$ cat src/rtl/usb_rx_pkg.sv
// Shared constants and counter types for the USB full-speed receive path.
package usb_rx_pkg;

    localparam int USB_CLKS_PER_BIT  = 8;
    localparam int USB_SAMPLE_PHASE  = 3;
    localparam int USB_BITS_PER_BYTE = 8;

    typedef logic [$clog2(USB_CLKS_PER_BIT)-1:0]  clk_cnt_t;
    typedef logic [$clog2(USB_BITS_PER_BYTE)-1:0] bit_cnt_t;

endpackage

$ cat src/rtl/rx_bit_timer_if.sv
// Link between the RX control side (drives rcving/d_edge) and the bit timer.
interface rx_bit_timer_if;
    import usb_rx_pkg::*;

    logic     rcving;
    logic     d_edge;
    logic     shift_enable;
    logic     byte_received;
    bit_cnt_t bit_idx;

    modport master (
        output rcving,
        output d_edge,
        input  shift_enable,
        input  byte_received,
        input  bit_idx
    );

    modport slave (
        input  rcving,
        input  d_edge,
        output shift_enable,
        output byte_received,
        output bit_idx
    );

endinterface

$ cat src/rtl/flex_counter.sv
// Up-counter with synchronous clear that wraps to 0 after reaching rollover_val.
module flex_counter #(
    parameter int NUM_CNT_BITS = 4
) (
    input  logic                    clk,
    input  logic                    n_rst,
    input  logic                    clear,
    input  logic                    count_enable,
    input  logic [NUM_CNT_BITS-1:0] rollover_val,
    output logic [NUM_CNT_BITS-1:0] count_out,
    output logic                    rollover_flag
);

    // Flag is a decode of the current count so the caller can act on the
    // same cycle as the final increment.
    assign rollover_flag = (count_out == rollover_val);

    always_ff @(posedge clk or negedge n_rst) begin
        if (!n_rst) begin
            count_out <= '0;
        end else if (clear) begin
            count_out <= '0;
        end else if (count_enable) begin
            if (rollover_flag)
                count_out <= '0;
            else
                count_out <= count_out + NUM_CNT_BITS'(1);
        end
    end

endmodule

$ cat src/rtl/rx_bit_timer.sv
// USB full-speed RX bit timer: tracks bit phase, re-syncs on line edges,
// pulses shift_enable at mid-bit and byte_received after each full byte.
module rx_bit_timer
    import usb_rx_pkg::*;
#(
    parameter int CLKS_PER_BIT  = USB_CLKS_PER_BIT,
    parameter int SAMPLE_PHASE  = USB_SAMPLE_PHASE,
    parameter int BITS_PER_BYTE = USB_BITS_PER_BYTE
) (
    input  logic          clk,
    input  logic          n_rst,
    rx_bit_timer_if.slave bus
);

    localparam int CW = $clog2(CLKS_PER_BIT);
    localparam int BW = $clog2(BITS_PER_BYTE);

    localparam logic [CW-1:0] PHASE_SAMPLE = CW'(SAMPLE_PHASE);
    localparam logic [CW-1:0] PHASE_LAST   = CW'(CLKS_PER_BIT - 1);
    localparam logic [BW-1:0] BIT_LAST     = BW'(BITS_PER_BYTE - 1);

    logic [CW-1:0] clk_cnt;
    logic [BW-1:0] bit_cnt;
    logic          at_sample;
    logic          shift_enable;
    logic          last_bit;
    logic          byte_received;

    assign at_sample    = (clk_cnt == PHASE_SAMPLE);
    assign shift_enable = bus.rcving && at_sample;

    // An edge landing on the sample phase is ignored, otherwise the reload
    // would produce a second sample inside the same bit.
    always_ff @(posedge clk or negedge n_rst) begin
        if (!n_rst) begin
            clk_cnt <= '0;
        end else if (!bus.rcving) begin
            clk_cnt <= '0;
        end else if (bus.d_edge && !at_sample) begin
            clk_cnt <= CW'(1);
        end else if (clk_cnt == PHASE_LAST) begin
            clk_cnt <= '0;
        end else begin
            clk_cnt <= clk_cnt + CW'(1);
        end
    end

    flex_counter #(
        .NUM_CNT_BITS (BW)
    ) u_bit_cnt (
        .clk           (clk),
        .n_rst         (n_rst),
        .clear         (!bus.rcving),
        .count_enable  (shift_enable),
        .rollover_val  (BIT_LAST),
        .count_out     (bit_cnt),
        .rollover_flag (last_bit)
    );

    always_ff @(posedge clk or negedge n_rst) begin
        if (!n_rst)
            byte_received <= 1'b0;
        else
            byte_received <= shift_enable && last_bit;
    end

    assign bus.shift_enable  = shift_enable;
    assign bus.byte_received = byte_received;
    assign bus.bit_idx       = bit_cnt;

endmodule

$ cat src/flat_wrapper.sv
// flat-port wrapper written by rule: the top's interface ports become plain ports
module rx_bit_timer_flat import usb_rx_pkg::*;
#(
    parameter int CLKS_PER_BIT  = USB_CLKS_PER_BIT,
    parameter int SAMPLE_PHASE  = USB_SAMPLE_PHASE,
    parameter int BITS_PER_BYTE = USB_BITS_PER_BYTE
)
  (clk, n_rst, bus_rcving, bus_d_edge, bus_shift_enable, bus_byte_received, bus_bit_idx);
  rx_bit_timer_if bus_i ();
  input  logic clk;
  input  logic n_rst;
  input wire logic [$bits(bus_i.rcving)-1:0] bus_rcving;
  input wire logic [$bits(bus_i.d_edge)-1:0] bus_d_edge;
  output wire logic [$bits(bus_i.shift_enable)-1:0] bus_shift_enable;
  output wire logic [$bits(bus_i.byte_received)-1:0] bus_byte_received;
  output wire logic [$bits(bus_i.bit_idx)-1:0] bus_bit_idx;
  assign bus_i.rcving = bus_rcving;
  assign bus_i.d_edge = bus_d_edge;
  assign bus_shift_enable = bus_i.shift_enable;
  assign bus_byte_received = bus_i.byte_received;
  assign bus_bit_idx = bus_i.bit_idx;
  rx_bit_timer #(.CLKS_PER_BIT(CLKS_PER_BIT), .SAMPLE_PHASE(SAMPLE_PHASE), .BITS_PER_BYTE(BITS_PER_BYTE)) u_core (.clk(clk), .n_rst(n_rst), .bus(bus_i));
endmodule
$ cat config.mk
export PLATFORM = sky130hd
export DESIGN_NAME = rx_bit_timer_flat
export DESIGN_NICKNAME = d
export VERILOG_FILES = /design/src/rtl/usb_rx_pkg.sv /design/src/rtl/rx_bit_timer_if.sv /design/src/rtl/flex_counter.sv /design/src/rtl/rx_bit_timer.sv /design/src/flat_wrapper.sv
export SDC_FILE = /design/constraint.sdc
export NUM_CORES = 1
export LEC_CHECK = 0
export ABC_AREA = 0
export CORE_MARGIN = 2
export CORE_UTILIZATION = 26
export CTS_CLUSTER_DIAMETER = 100
export CTS_CLUSTER_SIZE = 14
export DETAILED_ROUTE_END_ITERATION = 7
export PLACE_DENSITY = 0.58
export SLEW_MARGIN = 20
export SYNTH_ARGS = -nofsm -noshare
export SYNTH_HDL_FRONTEND = slang
export SYNTH_SLANG_ARGS = --single-unit
$ cat constraint.sdc
create_clock -name clk -period 1.7 [get_ports clk]
set_input_delay 0.34 -clock clk [delete_from_list [all_inputs] [get_ports clk]]
set_output_delay 0.34 -clock clk [all_outputs]
set_load 0.02 [all_outputs]
; Yosys cells after proc, flatten, opt, wreduce, memory -nomap -nowiden
; Index checks and enable logic that the tools add are counted.
[op_classes]
add_sub_neg = 2
n_eq_ne = 4
muxes = 6
reduce_logical = 4
[ops]
columns = operator, n
row1 = $mux W3, 6
row2 = $add A3 B1 Y3 const B, 2
row3 = $eq A3 B3 Y1 const B, 2
row4 = $eq A3 B2 Y1 const B, 1
row5 = $logic_and A1 B1 Y1, 3
row6 = $ne A2 B1 Y1 const B, 1
row7 = $logic_not A1 Y1, 1
[totals]
reg_bits = 7
input_bits = 4
output_inout_bits = 5
word_cells = 19

; Depth between registers and ports, before layout
; Gate-level depths: netlist (run 1).
[logic_depth]
ltp_word = 5
mapped_depth = 4
depth_no_buf = 4

; Modules after synthesis
; A second synthesis (run 1) with hierarchy kept.
[hier_totals]
cells_unflattened = 37
hier_area_um2 = 402.9
[modules_own_cells]
columns = module, n_inst, cells_each, area_each_um2, seq_area_each_um2
row1 = rx_bit_timer, 1, 17, 203.9, 100.1
row2 = flex_counter, 1, 20, 198.9, 75.1

; Worst setup path before layout (run 1)
; Ideal clock, no wire load.
[synth_path]
path_type = reg2out
start = reg u_core.clk_cnt[0]
end = out bus_shift_enable
arrival_ns = 1.074
required_ns = 1.360
setup_slack_ns = 0.286
stages_incl_launch_ff = 4
path_buffers = 0
cell_sequence = dfrtp_1 -> ha_1 -> ha_1 -> and2_2
[synth_between]
elab_chain_len = 2
[synth_lines]
columns = item, line
row1 = start: declaration, rx_bit_timer.sv:22  ; logic [CW-1:0] clk_cnt;
row2 = start signal: assignment, rx_bit_timer.sv:44  ; clk_cnt <= clk_cnt + CW'(1);
row3 = $eq A3 B2 Y1, rx_bit_timer.sv:29  ; assign at_sample = (clk_cnt == PHASE_SAMPLE);
row4 = $logic_and A1 B1 Y1, rx_bit_timer.sv:30  ; assign shift_enable = bus.rcving && at_sample;
row5 = end: declaration, flat_wrapper.sv:14  ; output wire logic [$bits(bus_i.shift_enable)-1:0] bus_shift_enable;
; No other way between the ends.

; Worst setup path after layout (run 1)
; Ends and elaborated chain as after synthesis.

==> results of run 1 <==
==> sequential cells by signal, indices dropped and copies added, names as in the netlist <==
name and flops:
u_core.bus.byte_received 1, u_core.clk_cnt 3, u_core.u_bit_cnt.count_out 3
==> synthesized netlist by cell type (all sizes together) <==
cell     n
nor2     2
nor3b    1
o21a     1
dfrtp    7
mux2i    2
nand2    1
ha       5
and2     1
nor2b    3
o2bb2ai  1
inv      1
and3     1
and4bb   1
==> cells by family after synthesis <==
group / Yosys count
compound gates: 2
buf+inv: 1
mux: 2
simple gates: 10
flops: 7
fa+ha+maj: 5
==> how the worst max path moves through the flow <==
stage                                  from               end  slack [ns]  cells past startpoint
after floorplan           u_core.clk_cnt[0]  bus_shift_enable        0.29                      3
after global placement           bus_rcving  bus_shift_enable       -0.21                      3
after detailed placement         bus_rcving  bus_shift_enable       -0.22                      3
after CTS                 u_core.clk_cnt[0]  bus_shift_enable       0.007                      4
after global routing      u_core.clk_cnt[0]  bus_shift_enable        0.04                      4
final                     u_core.clk_cnt[0]  bus_shift_enable        0.08                      4
==> per-layer routing <==
| metal | up-vias | track usage |
|---|---|---|
| met2 | 5 | 0.175 |
| li1 | 124 | - |
| met4 | 0 | 0.100 |
| met3 | 2 | 0.0556 |
| met1 | 117 | 0.0952 |
| met5 | - | 0 |
==> timing repair <==
action	in CTS	in global routing
resized for setup	7	2
pin swaps	1	1
setup buffers	0	1
setup endpoints to repair	1	1
hold buffers	0	0
==> metrics by stage <==
stage / hold slack, ns / TNS (ns)
5_1_grt: 0.364 / 0
4_1_cts: 0.350 / 0
2_1_floorplan: 0.0444 / 0
6_report: 0.345 / 0
3_5_place_dp: 0.575 / -0.220
3_3_place_gp: 0.560 / -0.215
==> where the power goes <==
| group | leakage [nW] | switching [mW] | internal, mW |
|---|---|---|---|
| registers | 0.0954 | 0.00282 | 0.171 |
| logic | 0.130 | 0.0152 | 0.0212 |
| clock network | 0.0150 | 0.0600 | 0.0895 |
| total | 0.241 | 0.0781 | 0.282 |
==> final cells by class <==
class / instances / area [sq um] / area share
repair buffers: 12 / 111 / 0.219
flip-flops and latches: 7 / 175 / 0.345
multi-input cells: 19 / 173 / 0.340
well taps: 15 / 18.8 / 0.0369
inverters: 1 / 3.75 / 0.00739
clock buffers: 4 / 26.3 / 0.0517
==> reports/results.txt, run 1 <==
Worst path bufs/invs = 1
Delay-heaviest family, CP = flip-flops
DIE HEIGHT = 40.4 um
Max-slew violations = 0
Synth Area in Adders = 0.181
Drt drc = 0
Min cycle time layout = 1.62 ns
Max FO, Critical Path = 2
CTS H-tree lvls = 1
Tot Pwr = 360 uW
Worst R2R Setup Slack = 0.29 ns
CP Launch Type = register
CP max stage delay = 0.39 ns
Gr usage total = 0.108
Antenna diode count = 0
DR iter-0 viols = 1
Highest Signal Layer = met4
Worst reg2reg path endpoint = u_core.clk_cnt[1]
Syn nets = 36
Crit-path most repeated cell = ha_2
Layout cells sized above 1 = 0.326
Max VDD drop = 0.257 mV
Routed length per instance = 10.8 um
Synth top area share = 0.507
Outcome = finished clean
DR vias = 248
R2R Path Start = u_core.clk_cnt[0]
Worst setup margin = 0.0789 ns
Placed Instance Area = 467 sq um
Initial core utilization = 0.272
Critical path data required time = 1.36 ns
Final Skew = 0.00191 ns
CTS clk-pin slew, worst paths = 0.05 ns
CTS Root Cell = clkbuf_4
First-pass GRT wire length = 1040 um
Post-layout util = 0.400
Complex-gate fraction of the synthesized area = 0.0471
Area contributors post-synth = dfrtp_1 (51%), ha_1 (18%), mux2i_1 (5.8%), and4bb_2 (3.6%), nor2b_1 (3.6%)
Post-Synth XOR/XNOR Area = 0
Wire length on met2 = 332 um
Fillers = 128
CP Data Arrival Time = 1.28 ns
Most frequent cells in the layout = clkdlybuf4s50_1 (7), dfrtp_1 (7), buf_4 (4), ha_1 (3), clkbuf_4 (3)
Slew margin rel. = 0.793
Initial antenna violation count = 0
Max Cap Viol = 0
Distinct cells, synth = 14
Vias in the first global route = 256
Hold Crit Class = in2async
Layout Area Growth over Synthesis = 47.1%
RSZ-0062 raised after global routing = no
Rows = 13
Crit-path cells = ha_2 -> ha_2 -> and2_4 -> buf_6
Post-Syn Area per Cell = 12.8 sq um
Critical path capture point type = output pin
Fin. Hold Viols = 0
M1 WL = 248 um
Boundary pin count = 9
Main combinational cell family by area after synthesis = simple AND/OR/NAND/NOR gates
Non-filler cells, final = 58
Setup Crit Path Kind = reg2out
Dpl cells = 53
Detail Route Antenna Nets = 0
Fmax = 617 MHz
Synth Area in Simple Gates = 0.196
GPL Wtd Cong = 0.715
Endpoints failing setup = 0
Die area = 1640 sq um
Largest net degree at the start of global routing = 8
TritonCTS Buffers = 3
Post-route cell area = 508 sq um
Leading area contributor after synthesis = dfrtp_1
IO Port Bufs = 8
Worst reg-to-reg path cell count = 5
Seq/Total Area, Yosys = 0.507
Synth Register Bits = 7
Final net count = 53
Synth Warn # = 0
Clock Tree Buf Depth = 2
Clk sinks = 7
Core Region = 1270 sq um
Slew @ Worst Pin = 0.309 ns
Width of the die = 40.4 um
DRT Wirelength = 628 um
Final Cycle Share = 0.954
Total grt overflow = 0
Critical path's slowest cell = dfrtp_1
CTS tree = done
Cell count after synthesis = 27
First drt pass iteration count = 2
Power density cells = 709 nW/um^2
Worst-Skew Late Latency = 0.25 ns
Proportion of synthesized area in mux cells = 0.0580
Post-place setup slack = -0.220 ns
DR vias/cell = 4.28
Metal3 WL = 38 um
Dpl hpwl = 491 um
Synthesized cell area = 345 sq um
Lkg Pwr = 0.241 nW
Power figures use the tool's default switching activity.
==> run 2, diff against run 1 <==
- CORE_AREA: not set -> 2 2 39 41
- CORE_MARGIN: 2 -> not set
- CORE_UTILIZATION: 26 -> not set
- DIE_AREA: not set -> 0 0 41 43
==> reports/results.txt, run 2 (synthesis results as in run 1) <==
Outcome = finished clean
Max Cap Viol = 0
Fillers = 144
Dpl cells = 54
Final Skew = 0.00576 ns
Switch share = 0.224
Top Registers = u_core.clk_cnt x3, u_core.u_bit_cnt.count_out x3, u_core.bus.byte_received x1
Die area = 1760 sq um
Routed length per instance = 10.6 um
RSZ-0062 raised after global routing = no
Lkg Pwr = 0.247 nW
Detail Route Antenna Nets = 0
Critical path capture point type = output pin
Crit-path cells = ha_2 -> ha_1 -> and2_4 -> buf_6
P_sw = 81.8 uW
Critical path's slowest cell = dfrtp_1
Clk sinks = 7
Worst Hold Slack = 0.355 ns
IO Port Bufs = 8
Final Cycle Share = 0.960
Post-place setup slack = -0.199 ns
Setup Crit Path Kind = reg2out
Slew margin rel. = 0.775
Max VDD drop = 0.219 mV
Core Region = 1380 sq um
Slew @ Worst Pin = 0.337 ns
Max FO, Critical Path = 2
CP Data Arrival Time = 1.29 ns
Initial antenna violation count = 0
CTS Root Cell = clkbuf_4
Fin. Hold Viols = 0
DRT Wirelength = 637 um
Power density cells = 710 nW/um^2
Max-slew violations = 0
Layout Area Growth over Synthesis = 48.9%
DIE HEIGHT = 43 um
Hold_buf cts = 0
Drt drc = 0
Min cycle time layout = 1.63 ns
CP Launch Type = register
Total grt overflow = 0
Antenna diode count = 0
Boundary pin count = 9
CTS H-tree lvls = 1
Post-route cell area = 514 sq um
CTS tree = done
Gate power share = 0.105
Gr usage total = 0.0959
Largest net degree at the start of global routing = 8
CTS clk-pin slew, worst paths = 0.06 ns
DR iter-0 viols = 1
Worst setup margin = 0.0678 ns
Power Internal = 283 uW
Dpl hpwl = 516 um
Vias in the first global route = 268
First drt pass iteration count = 2
Clock Tree Buf Depth = 2
GPL Wtd Cong = 0.732
DR vias = 251
Clk network pwr share = 0.417
TritonCTS Buffers = 3
Worst-Skew Late Latency = 0.25 ns
Hold Crit Class = in2async
Non-filler cells, final = 60
Initial core utilization = 0.250
DR vias/cell = 4.18
First-pass GRT wire length = 1080 um
Placed Instance Area = 468 sq um
Endpoints failing setup = 0
Critical path data required time = 1.36 ns
Rows = 14
Most frequent cells in the layout = clkdlybuf4s50_1 (7), dfrtp_1 (7), buf_4 (5), ha_1 (4), clkbuf_4 (3)
Sequential Power Share = 0.478
CP max stage delay = 0.39 ns
Layout cells sized above 1 = 0.318
Fmax = 613 MHz
Width of the die = 41 um
Tot Pwr = 365 uW
Final net count = 54
==> run 2: cell types whose count changed in the layout (fill, tap and decap cells not counted) <==
cell / previous run / this run
ha_2: 2 / 1
buf_4: 4 / 5
ha_1: 3 / 4
==> run 2: layer usage <==
metal / track usage / vias to the layer above / wire length (um)
met2: 0.128 / 9 / 301
met3: 0.0314 / 0 / 50
met5: 0 / - / 0
met1: 0.118 / 113 / 285
li1: - / 129 / -
met4: 0.0800 / 0 / 0
==> run 2: worst max-delay path, delay by kind of cell (launching register included) <==
family / cells / cell delay, ns
buffers and inverters: 1 / 0.12
adders and majority gates: 2 / 0.37
DFF: 1 / 0.39
and+or+nand+nor: 1 / 0.16
==> run 2: final timing paths <==
check	from	to	slack, ns	cells past startpoint
setup reg to reg	u_core.clk_cnt[1]	u_core.clk_cnt[1]	0.25	6
hold reg to reg	u_core.u_bit_cnt.count_out[2]	u_core.u_bit_cnt.count_out[2]	0.58	2
max in group asynchronous	n_rst	u_core.u_bit_cnt.count_out[2]	1.09	1
hold / removal	n_rst	u_core.bus.byte_received	0.35	1
min in group clk	u_core.u_bit_cnt.count_out[2]	u_core.u_bit_cnt.count_out[2]	0.58	2
setup / recovery	u_core.clk_cnt[1]	bus_shift_enable	0.07	4
==> run 2: layout make-up <==
type                            instances  area [sq um]  area share
Clock buffer                            4          26.3      0.0511
Timing Repair Buffer                   13           119       0.231
Tap cell                               16          20.0      0.0389
Multi-Input combinational cell         19           170       0.331
Sequential cell                         7           175       0.341
Inverter                                1          3.75     0.00730
==> run 2: power groups by stage <==
stage               sequential (mW)  clock (mW)  combinational [mW]
CTS                           0.174       0.157              0.0376
global route                  0.175       0.167              0.0425
detailed placement            0.177           0              0.0360
finish                        0.174       0.152              0.0383
floorplan                     0.177           0              0.0134
global placement              0.177           0              0.0337
==> run 2: repair_timing <==
action,CTS,global route
gates resized for setup,7,1
setup endpoints to repair,1,1
buffers inserted,1,1
pin swaps,1,1
==> run 2: metrics by stage <==
| step | TNS [ns] | util |
|---|---|---|
| 4_1_cts | 0 | 0.365 |
| 3_5_place_dp | -0.199 | 0.338 |
| 5_1_grt | 0 | 0.372 |
| 2_1_floorplan | 0 | - |
| 3_3_place_gp | -0.203 | 0.338 |
| 6_report | 0 | 0.372 |
